$ cat config.mk
export PLATFORM = sky130hd
export DESIGN_NAME = multicycle_controller
export DESIGN_NICKNAME = d
export VERILOG_FILES = /design/src/rtl/ctrl_pkg.sv /design/src/rtl/cond_logic.sv /design/src/rtl/multicycle_controller.sv
export SDC_FILE = /design/constraint.sdc
export NUM_CORES = 1
export LEC_CHECK = 0
export BUFFER_PORTS_ARGS = -buffer_cell sky130_fd_sc_hd__buf_2
export CAP_MARGIN = 30
export CORE_ASPECT_RATIO = 1.25
export CORE_MARGIN = 2
export CORE_UTILIZATION = 49
export CTS_CLUSTER_SIZE = 10
export DETAILED_ROUTE_END_ITERATION = 12
export PLACE_DENSITY = 0.91
export SLEW_MARGIN = 25
export SYNTH_ARGS = -nofsm -noshare
export SYNTH_HDL_FRONTEND = slang
export SYNTH_SLANG_ARGS = --single-unit
$ cat constraint.sdc
create_clock -name clk -period 3.4 [get_ports clk]
set_input_delay 0.51 -clock clk [delete_from_list [all_inputs] [get_ports clk]]
set_output_delay 0.51 -clock clk [all_outputs]
set_load 0.02 [all_outputs]
$ cat src/rtl/ctrl_pkg.sv
// Shared types and encodings for the multicycle ARM-subset control unit.
package ctrl_pkg;

  typedef enum logic [3:0] {
    FETCH, DECODE, MEMADR, MEMRD, MEMWB, MEMWR, EXECR, EXECI, ALUWB, BRANCH
  } state_t;

  localparam logic [1:0] ALU_ADD = 2'b00;
  localparam logic [1:0] ALU_SUB = 2'b01;
  localparam logic [1:0] ALU_AND = 2'b10;
  localparam logic [1:0] ALU_ORR = 2'b11;

  localparam logic [3:0] CMD_AND = 4'b0000;
  localparam logic [3:0] CMD_SUB = 4'b0010;
  localparam logic [3:0] CMD_ADD = 4'b0100;
  localparam logic [3:0] CMD_CMP = 4'b1010;
  localparam logic [3:0] CMD_ORR = 4'b1100;

  localparam logic [3:0] COND_EQ = 4'b0000;
  localparam logic [3:0] COND_NE = 4'b0001;
  localparam logic [3:0] COND_CS = 4'b0010;
  localparam logic [3:0] COND_CC = 4'b0011;
  localparam logic [3:0] COND_MI = 4'b0100;
  localparam logic [3:0] COND_PL = 4'b0101;
  localparam logic [3:0] COND_VS = 4'b0110;
  localparam logic [3:0] COND_VC = 4'b0111;
  localparam logic [3:0] COND_HI = 4'b1000;
  localparam logic [3:0] COND_LS = 4'b1001;
  localparam logic [3:0] COND_GE = 4'b1010;
  localparam logic [3:0] COND_LT = 4'b1011;
  localparam logic [3:0] COND_GT = 4'b1100;
  localparam logic [3:0] COND_LE = 4'b1101;
  localparam logic [3:0] COND_AL = 4'b1110;

  localparam logic [1:0] SRCB_REG  = 2'b00;
  localparam logic [1:0] SRCB_IMM  = 2'b01;
  localparam logic [1:0] SRCB_FOUR = 2'b10;

  localparam logic [1:0] RES_ALUOUT    = 2'b00;
  localparam logic [1:0] RES_DATA      = 2'b01;
  localparam logic [1:0] RES_ALURESULT = 2'b10;

  function automatic logic cmd_supported(logic [3:0] cmd);
    return (cmd == CMD_AND) || (cmd == CMD_SUB) || (cmd == CMD_ADD) ||
           (cmd == CMD_CMP) || (cmd == CMD_ORR);
  endfunction

endpackage

$ cat src/rtl/cond_logic.sv
// NZCV flag register, condition decode and gating of the architectural write enables.
module cond_logic
  import ctrl_pkg::*;
(
  input  logic       clk,
  input  logic       reset,
  input  logic [3:0] cond,
  input  logic [3:0] alu_flags,
  input  logic [3:0] rd,
  input  logic       load_cond,
  input  logic [1:0] flag_w,
  input  logic       next_pc,
  input  logic       branch,
  input  logic       reg_w,
  input  logic       mem_w,
  output logic       pc_write,
  output logic       reg_write,
  output logic       mem_write
);

  logic [3:0] flags;
  logic       cond_ex, cond_ex_reg, pcs;
  logic       n, z, c, v;

  assign {n, z, c, v} = flags;

  always_comb begin
    cond_ex = 1'b0;
    case (cond)
      COND_EQ: cond_ex = z;
      COND_NE: cond_ex = ~z;
      COND_CS: cond_ex = c;
      COND_CC: cond_ex = ~c;
      COND_MI: cond_ex = n;
      COND_PL: cond_ex = ~n;
      COND_VS: cond_ex = v;
      COND_VC: cond_ex = ~v;
      COND_HI: cond_ex = c & ~z;
      COND_LS: cond_ex = ~c | z;
      COND_GE: cond_ex = ~(n ^ v);
      COND_LT: cond_ex = n ^ v;
      COND_GT: cond_ex = ~z & ~(n ^ v);
      COND_LE: cond_ex = z | (n ^ v);
      COND_AL: cond_ex = 1'b1;
      default: cond_ex = 1'b0;
    endcase
  end

  // flag_w is only non-zero in the execute states, so this loads on the edge leaving them
  always_ff @(posedge clk or posedge reset) begin
    if (reset) begin
      flags       <= 4'b0000;
      cond_ex_reg <= 1'b0;
    end else begin
      if (load_cond) cond_ex_reg <= cond_ex;
      if (flag_w[1] & cond_ex_reg) flags[3:2] <= alu_flags[3:2];
      if (flag_w[0] & cond_ex_reg) flags[1:0] <= alu_flags[1:0];
    end
  end

  assign pcs       = branch | (reg_w & (rd == 4'hF));
  assign pc_write  = ~reset & (next_pc | (pcs & cond_ex_reg));
  assign reg_write = ~reset & reg_w & cond_ex_reg;
  assign mem_write = ~reset & mem_w & cond_ex_reg;

endmodule

$ cat src/rtl/multicycle_controller.sv
// Multicycle control FSM for the ARM-subset core: sequences the shared datapath
// and decodes ALU control, immediate and register-source selects.
module multicycle_controller
  import ctrl_pkg::*;
#(
  parameter int WIDTH = 32
) (
  input  logic       clk,
  input  logic       reset,
  input  logic [3:0] cond,
  input  logic [1:0] op,
  input  logic [5:0] funct,
  input  logic [3:0] rd,
  input  logic [3:0] aluFlags,
  output logic       pcWrite,
  output logic       irWrite,
  output logic       regWrite,
  output logic       memWrite,
  output logic       adrSrc,
  output logic       aluSrcA,
  output logic [1:0] aluSrcB,
  output logic [1:0] resultSrc,
  output logic [1:0] immSrc,
  output logic [1:0] regSrc,
  output logic [1:0] aluControl,
  output logic       instrDone,
  output logic       illegal
);

  // datapath width does not reach any control port
  logic [31:0] width_unused;
  assign width_unused = 32'(WIDTH);

  state_t     state, state_n;
  logic       next_pc, ir_w, reg_w, mem_w, branch, alu_op, done, ill, load_cond;
  logic [1:0] flag_w;
  logic [3:0] cmd;
  logic       cmd_ok, is_cmp;

  assign cmd    = funct[4:1];
  assign cmd_ok = cmd_supported(cmd);
  assign is_cmp = (cmd == CMD_CMP);

  always_ff @(posedge clk or posedge reset) begin
    if (reset) state <= FETCH;
    else       state <= state_n;
  end

  always_comb begin
    state_n   = FETCH;
    next_pc   = 1'b0;
    ir_w      = 1'b0;
    reg_w     = 1'b0;
    mem_w     = 1'b0;
    branch    = 1'b0;
    alu_op    = 1'b0;
    done      = 1'b0;
    ill       = 1'b0;
    load_cond = 1'b0;
    adrSrc    = 1'b0;
    aluSrcA   = 1'b0;
    aluSrcB   = SRCB_REG;
    resultSrc = RES_ALUOUT;
    case (state)
      FETCH: begin
        ir_w      = 1'b1;
        next_pc   = 1'b1;
        aluSrcA   = 1'b1;
        aluSrcB   = SRCB_FOUR;
        resultSrc = RES_ALURESULT;
        state_n   = DECODE;
      end
      DECODE: begin
        aluSrcA   = 1'b1;
        aluSrcB   = SRCB_FOUR;
        resultSrc = RES_ALURESULT;
        load_cond = 1'b1;
        // an unsupported data-processing cmd still runs to ALUWB, just without a write
        ill       = (op == 2'b11) | ((op == 2'b00) & ~cmd_ok);
        case (op)
          2'b00:   state_n = funct[5] ? EXECI : EXECR;
          2'b01:   state_n = MEMADR;
          2'b10:   state_n = BRANCH;
          default: begin
            state_n = FETCH;
            done    = 1'b1;
          end
        endcase
      end
      MEMADR: begin
        aluSrcB = SRCB_IMM;
        state_n = funct[0] ? MEMRD : MEMWR;
      end
      MEMRD: begin
        adrSrc  = 1'b1;
        state_n = MEMWB;
      end
      MEMWB: begin
        resultSrc = RES_DATA;
        reg_w     = 1'b1;
        done      = 1'b1;
      end
      MEMWR: begin
        adrSrc = 1'b1;
        mem_w  = 1'b1;
        done   = 1'b1;
      end
      EXECR: begin
        alu_op  = 1'b1;
        state_n = ALUWB;
      end
      EXECI: begin
        aluSrcB = SRCB_IMM;
        alu_op  = 1'b1;
        state_n = ALUWB;
      end
      ALUWB: begin
        reg_w = cmd_ok & ~is_cmp;
        done  = 1'b1;
      end
      BRANCH: begin
        aluSrcB   = SRCB_IMM;
        resultSrc = RES_ALURESULT;
        branch    = 1'b1;
        done      = 1'b1;
      end
      default: state_n = FETCH;
    endcase
  end

  always_comb begin
    aluControl = ALU_ADD;
    if (alu_op) begin
      case (cmd)
        CMD_ADD:          aluControl = ALU_ADD;
        CMD_SUB, CMD_CMP: aluControl = ALU_SUB;
        CMD_AND:          aluControl = ALU_AND;
        CMD_ORR:          aluControl = ALU_ORR;
        default:          aluControl = ALU_ADD;
      endcase
    end
  end

  assign flag_w[1] = alu_op & (funct[0] | is_cmp);
  assign flag_w[0] = alu_op & (is_cmp | (funct[0] &
                     ((aluControl == ALU_ADD) | (aluControl == ALU_SUB))));

  assign immSrc = op;
  assign regSrc = {op == 2'b01, op == 2'b10};

  assign irWrite   = ~reset & ir_w;
  assign instrDone = ~reset & done;
  assign illegal   = ~reset & ill;

  cond_logic u_cond (
    .clk       (clk),
    .reset     (reset),
    .cond      (cond),
    .alu_flags (aluFlags),
    .rd        (rd),
    .load_cond (load_cond),
    .flag_w    (flag_w),
    .next_pc   (next_pc),
    .branch    (branch),
    .reg_w     (reg_w),
    .mem_w     (mem_w),
    .pc_write  (pcWrite),
    .reg_write (regWrite),
    .mem_write (memWrite)
  );

endmodule

==> results of run 1 <==
cell families after synthesis:
| group | share of synthesized area (%) |
|---|---|
| multiplexers | 10.06 |
| buffers and inverters | 7.724 |
| flip-flops | 26.24 |
| AO/OA/AOI/OAI | 16.77 |
| AND/OR/NAND/NOR | 33.09 |
| XOR/XNOR | 6.122 |
area by class of cell:
type                    instances  area, um^2  share of cell area [%]
clock buffers                   4       26.28                   2.509
well taps                      18       22.52                   2.151
flip-flops and latches          9       225.2                   21.51
repair buffers                 39       195.2                   18.64
multi-input cells              85       566.8                   54.12
inverters                       3       11.26                   1.075
through the flow:
step,area (um^2),std cells
2_1_floorplan,858.3,106
3_3_place_gp,1021,154
3_5_place_dp,1021,154
4_1_cts,1047,158
5_1_grt,1047,158
6_report,1047,158
layout by cell type, fill, tap and decap left out, types with 4 or more instances in the layout:
cell      count
xnor2_1       4
nand2_1       6
nor2b_1       4
a21oi_1       5
dfrtp_1       9
nand2b_1      5
nor2_1       10
nor3_1        5
mux2_2        5
buf_2        39
o21ai_0       4
metal layers:
metal  track usage (%)  wire [um]
met3             5.396        135
met5                 0          0
met4             4.301          0
met2             33.85        980
met1             22.22        806
worst register-to-register path, cell delays in order (launching register included):
cell and delay (ps):
dfrtp_1 610, nor2b_1 240, o2111ai_1 220, nor2_1 220, mux2_2 350
where the power goes:
part / switching, mW / leakage (nW) / internal (mW)
clock network: 0.0340 / 0.0150 / 0.0450
logic: 0.277 / 0.380 / 0.206
registers: 0.0897 / 0.116 / 0.152
total: 0.400 / 0.512 / 0.403
how the worst min path moves through the flow:
| stage | endpoint | slack [ps] | cells past startpoint |
|---|---|---|---|
| 2_1_floorplan | state[0] | 350 | 1 |
| 3_3_place_gp | state[3] | 520 | 2 |
| 3_5_place_dp | state[3] | 530 | 2 |
| 4_1_cts | state[3] | 250 | 2 |
| 5_1_grt | u_cond.cond_ex_reg | 280 | 2 |
| 6_report | state[3] | 250 | 2 |
==> out/metrics.yaml, run 1 <==
status:
  outcome: "finished, final reports clean"
critical_path:
  critPathMaxStageDelay_ps: 480
  r2r.worst_path.cells: 4
  crit_path_end_kind: "output port"
  cp_num_cells: 5
  crit_buf_inv: 1
  r2r_slack_ps: 1640
  crit_required_ps: 2890
  start_kind: "register"
  rr_endpoint: "u_cond.flags[0]"
  cp_cell_sequence: "nand2b_4, o31a_1, or4_1, a21oi_1, buf_2"
  setup.worst_path.end: "pcWrite"
  worstSetupStartpoint: "state[2]"
  crit_fanout: 8
  cp.arrival_ps: 1990
  r2r-start: "state[1]"
  crit_family: "simple AND/OR/NAND/NOR gates"
  worstSetupPathType: "register to output port"
  cp_slowest_cell: "dfrtp_1"
cells_and_area:
  nNetsFinal: 163
  syn2layout_area_growth_pct: 22.01
  num_antenna_cells: 0
  num-fill-cells: 161
  utilization_pct: 65.39
  drive_gt1_share_pct: 36.43
logic_synthesis:
  synthTopCellsByArea: "dfrtp_1, mux2_2, nor2_1"
  yosysUniqueCellTypes: 39
  synth_top_area_share_pct: 26.24
  synthFlopType: "dfrtp_1"
  yosysWarnings: 0
  ys_ff_latch: 9
  synthCells: 106
  synth-async-reset-ratio_pct: 100.0
  synth-seq-area-share_pct: 26.24
  synth_edf_count: 0
  yosysMostFrequentCell: "nor2_1"
  synth_nets: 128
  avgSynthCellArea_um2: 8.097
  synth_area_leader_cell: "dfrtp_1"
  ys_top_cells_by_count: "nor2_1, dfrtp_1, nand2_1"
  mappedNetlistArea_um2: 858.3
floorplanning:
  die_h_um: 50.80
  pin_count: 40
  die_area_um2: 2105
  start_util_pct: 53.59
  rows: 16
  dieWidth_um: 41.44
  core_um2: 1602
pwr:
  irDropWorstVdd_mv: 0.4948
  power_leakage_nw: 0.5116
  cellPowerDensity_nw_per_um2: 766.8
  total_power_uw: 803.0
route:
  drc: 0
  via_per_inst: 5.589
  drtAntennaViolNets: 0
  post_drt_wl_per_cell_um: 12.16
  num_vias: 883
  wl_um: 1922
  initialDrtViolationCount: 11
  firstDrtPassIters: 4
global_route:
  grt_usage_pct: 18.98
  grt_pass1_wl_um: 3187
  first_global_vias: 769
  grt_max_degree: 17
  antenna_found_initial: 0
  grt-ovfl-total: 0
timing:
  slew_headroom_pct: 67.25
  report.final.slew_viol_count: 0
  fin_setup_tns_ps: 0
  worstMarginPinSlew_ps: 486.8
  fmax_mhz: 400.6
  clock_skew_ps: 5.849
  rsz0062_at_grt: "false"
  layout_min_cycle_time_ps: 2496
  final-hold-violation-count: 0
  setup_viol: 0
  timing.final.ws_setup_ps: 903.6
  period_share_pct: 73.42
  holdWs_ps: 249.5
clocking:
  clock_latency_ps: 260
  root_buffer: "clkbuf_4"
  ctsHoldBuffers: 0
  htreeDepth: 1
  tritoncts: "yes"
  post_cts_resize_count: 0
  clock_sinks: 9
  clkTransAtPathRegs_ps: 60
  cts_buffers: 3
  post_cts_buffers: 0
  cts_buffer_depth: 2
placement:
  pre_cts_ws_ps: 1018
  place_congestion: 0.8694
  hpwlAfterDp_um: 1567
  io_buffers: 39
flow_run:
  drv_cap: 0
worst_hold_path:
  hold_path.class: "input port to asynchronous set/reset pin"
No activity file was read; power rests on OpenSTA's default activity.
==> inputs of run 2 (changes only) <==
--- a/config.mk
+++ b/config.mk
@@ -9,10 +9,10 @@
 export CAP_MARGIN = 30
 export CORE_ASPECT_RATIO = 1.25
 export CORE_MARGIN = 2
-export CORE_UTILIZATION = 49
+export CORE_UTILIZATION = 46
 export CTS_CLUSTER_SIZE = 10
 export DETAILED_ROUTE_END_ITERATION = 12
-export PLACE_DENSITY = 0.91
+export PLACE_DENSITY = 0.87
 export SLEW_MARGIN = 25
 export SYNTH_ARGS = -nofsm -noshare
 export SYNTH_HDL_FRONTEND = slang
==> constraint.sdc (replaced) <==
create_clock -name clk -period 2.48 [get_ports clk]
set_input_delay 0.372 -clock clk [delete_from_list [all_inputs] [get_ports clk]]
set_output_delay 0.372 -clock clk [all_outputs]
set_load 0.02 [all_outputs]
==> run 2 against run 1 <==
Effect of this change:
- cell count rose by 0.63%
- sequential power is 41% higher
- first-iteration DRC count is 64% higher
- wire length is 6.6% higher
- largest power group unchanged
- combinational power grew 37%
- highest routed layer unchanged
- non-clock buffer count unchanged
- critical path depth is the same
- power up 38%
- design area grew 0.72%
- via count is 1.7% higher
- clock power increased by 35%
==> out/metrics.yaml, run 2 (same netlist as run 1, synthesis figures left out) <==
status:
  outcome: "finished, final reports clean"
clocking:
  cts_buffer_depth: 2  # unchanged
  tritoncts: "yes"
  post_cts_resize_count: 0  # unchanged
  clkTransAtPathRegs_ps: 60  # about the same
  root_buffer: "clkbuf_4"
  ctsHoldBuffers: 0  # unchanged
  clock_sinks: 9  # unchanged
  post_cts_buffers: 0  # unchanged
  htreeDepth: 1  # unchanged
  clock_latency_ps: 250  # about the same
  cts_buffers: 3  # unchanged
timing:
  period_share_pct: 94.54
  report.final.slew_viol_count: 0  # unchanged
  fmax_mhz: 426.5
  fin_setup_tns_ps: 0  # unchanged
  setup_viol: 0  # unchanged
  layout_min_cycle_time_ps: 2345
  slew_headroom_pct: 66.63  # -0.61 points
  clock_skew_ps: 0.6059  # -5.243 ps
  rsz0062_at_grt: "false"
  final-hold-violation-count: 0  # unchanged
  worstMarginPinSlew_ps: 500.5  # +13.68 ps
pwr:
  intPower_uw: 554.1  # +38%
  power_frac_seq_pct: 30.7  # +0.6 points
  power_leakage_nw: 0.5124  # +0.16%
  cellPowerDensity_nw_per_um2: 1053  # +37%
  power_switching_uw: 556.5  # +39%
  p_comb_share_pct: 59.6  # -0.4 points
  clock_power_share_pct: 9.7  # about the same
  p_sw_share_pct: 50.11  # +0.26 points
  irDropWorstVdd_mv: 0.6457  # +30%
critical_path:
  crit_fanout: 8  # unchanged
  critPathMaxStageDelay_ps: 470  # about the same
  cp.arrival_ps: 1970  # -20 ps
  cp_slowest_cell: "dfrtp_1"
  worstSetupPathType: "register to output port"
  cp_cell_sequence: "nand2b_4, o31a_1, or4_1, a21oi_1, buf_2"
  crit_required_ps: 2110  # -780 ps
  start_kind: "register"
  crit_path_end_kind: "output port"
cells_and_area:
  syn2layout_area_growth_pct: 22.89
  stdcell_area_um2: 1055  # +0.72%
  layout_commonest_cell: "buf_2"
  regArea_um2: 225.2  # unchanged
  num_antenna_cells: 0  # unchanged
  most-common-layout-cells: "buf_2, nor2_1, dfrtp_1"
  nNetsFinal: 163  # unchanged
  drive_gt1_share_pct: 37.14  # +0.71 points
  num-fill-cells: 167  # +3.7%
  multi_input_area_um2: 573.1  # +1.1%
global_route:
  grt_usage_pct: 19.42  # +0.44 points
  grt_max_degree: 17  # unchanged
  grt_pass1_wl_um: 3443  # +8.0%
  antenna_found_initial: 0  # unchanged
  grt-ovfl-total: 0  # unchanged
  first_global_vias: 857  # +11%
floorplanning:
  die_h_um: 52.30  # +3.0%
  dieWidth_um: 42.64  # +2.9%
  start_util_pct: 48.62  # -5.0 points
  rows: 17  # +1
  core_um2: 1765  # +10%
  pin_count: 40  # unchanged
  die_area_um2: 2230  # +5.9%
placement:
  placed_cell_area_um2: 1022  # +0.12%
  io_buffers: 39  # unchanged
  place_congestion: 0.8769  # +0.86%
  hpwlAfterDp_um: 1642  # +4.7%
worst_hold_path:
  hold_path.class: "input port to asynchronous set/reset pin"
route:
  wl_um: 2049  # +6.6%
  initialDrtViolationCount: 18  # +7
  firstDrtPassIters: 4  # unchanged
  via_per_inst: 5.648  # +1.1%
  drtAntennaViolNets: 0  # unchanged
  num_vias: 898  # +1.7%
  post_drt_wl_per_cell_um: 12.89  # +5.9%
  drc: 0  # unchanged
flow_run:
  drv_cap: 0  # unchanged
-- run 2: cell counts in the layout (fill, tap and decap cells not counted) --
No cell type changed its count.
-- run 2: stage by stage --
step | setup WS [ps] | hold slack (ps) | instances | total power [mW] | utilization (%)
6_report | 135.5 | 142.5 | 159 | 1.111 | 59.74
5_1_grt | 10.22 | 160.3 | 159 | 1.211 | 59.74
4_1_cts | 136.1 | 128.6 | 159 | 1.106 | 59.39
3_5_place_dp | 375.1 | 403.7 | 155 | 0.9923 | 57.90
3_3_place_gp | 392.1 | 393.0 | 155 | 0.9672 | 57.90
2_1_floorplan | 34.60 | 216.1 | 106 | 0.8387 | -
-- run 2: metal layers --
metal	track usage [%]	vias to the layer above	part of all wire, %
met1	23.55	411	42
met2	33.59	38	51
met5	0	-	0
met4	8.854	0	0
met3	2.759	0	6.7
li1	-	449	-
-- run 2: worst max-delay path: cells and delay by family (launching register included) --
kind                   cells  cell delay [ps]
AOI/OAI and AO/OA          2              410
buffers and inverters      1              170
DFF                        1              470
and+or+nand+nor            2              660
-- run 2: power groups by stage --
stage | registers [mW] | logic [mW] | clock network [mW]
6_report | 0.341 | 0.662 | 0.107
5_1_grt | 0.356 | 0.734 | 0.121
3_5_place_dp | 0.335 | 0.658 | 0
4_1_cts | 0.332 | 0.660 | 0.113
2_1_floorplan | 0.258 | 0.580 | 0
3_3_place_gp | 0.328 | 0.639 | 0
-- run 2: final timing paths --
check	to	from	slack, ps	cells after the start
setup / recovery	pcWrite	state[2]	140	5
hold / removal	state[2]	reset	140	2
setup reg to reg	u_cond.flags[1]	state[1]	670	4
hold reg to reg	u_cond.flags[2]	u_cond.flags[2]	570	1
max in group asynchronous	u_cond.flags[2]	reset	2060	2
min in group clk	u_cond.flags[0]	aluFlags[0]	350	2
-- run 2: area by class of cell --
class / count / share of cell area [%]
clock buffer: 4 / 2.491
multi-input combinational: 85 / 54.33
inverter: 3 / 1.068
timing repair buffer: 39 / 18.51
sequential: 9 / 21.35
tap: 19 / 2.254
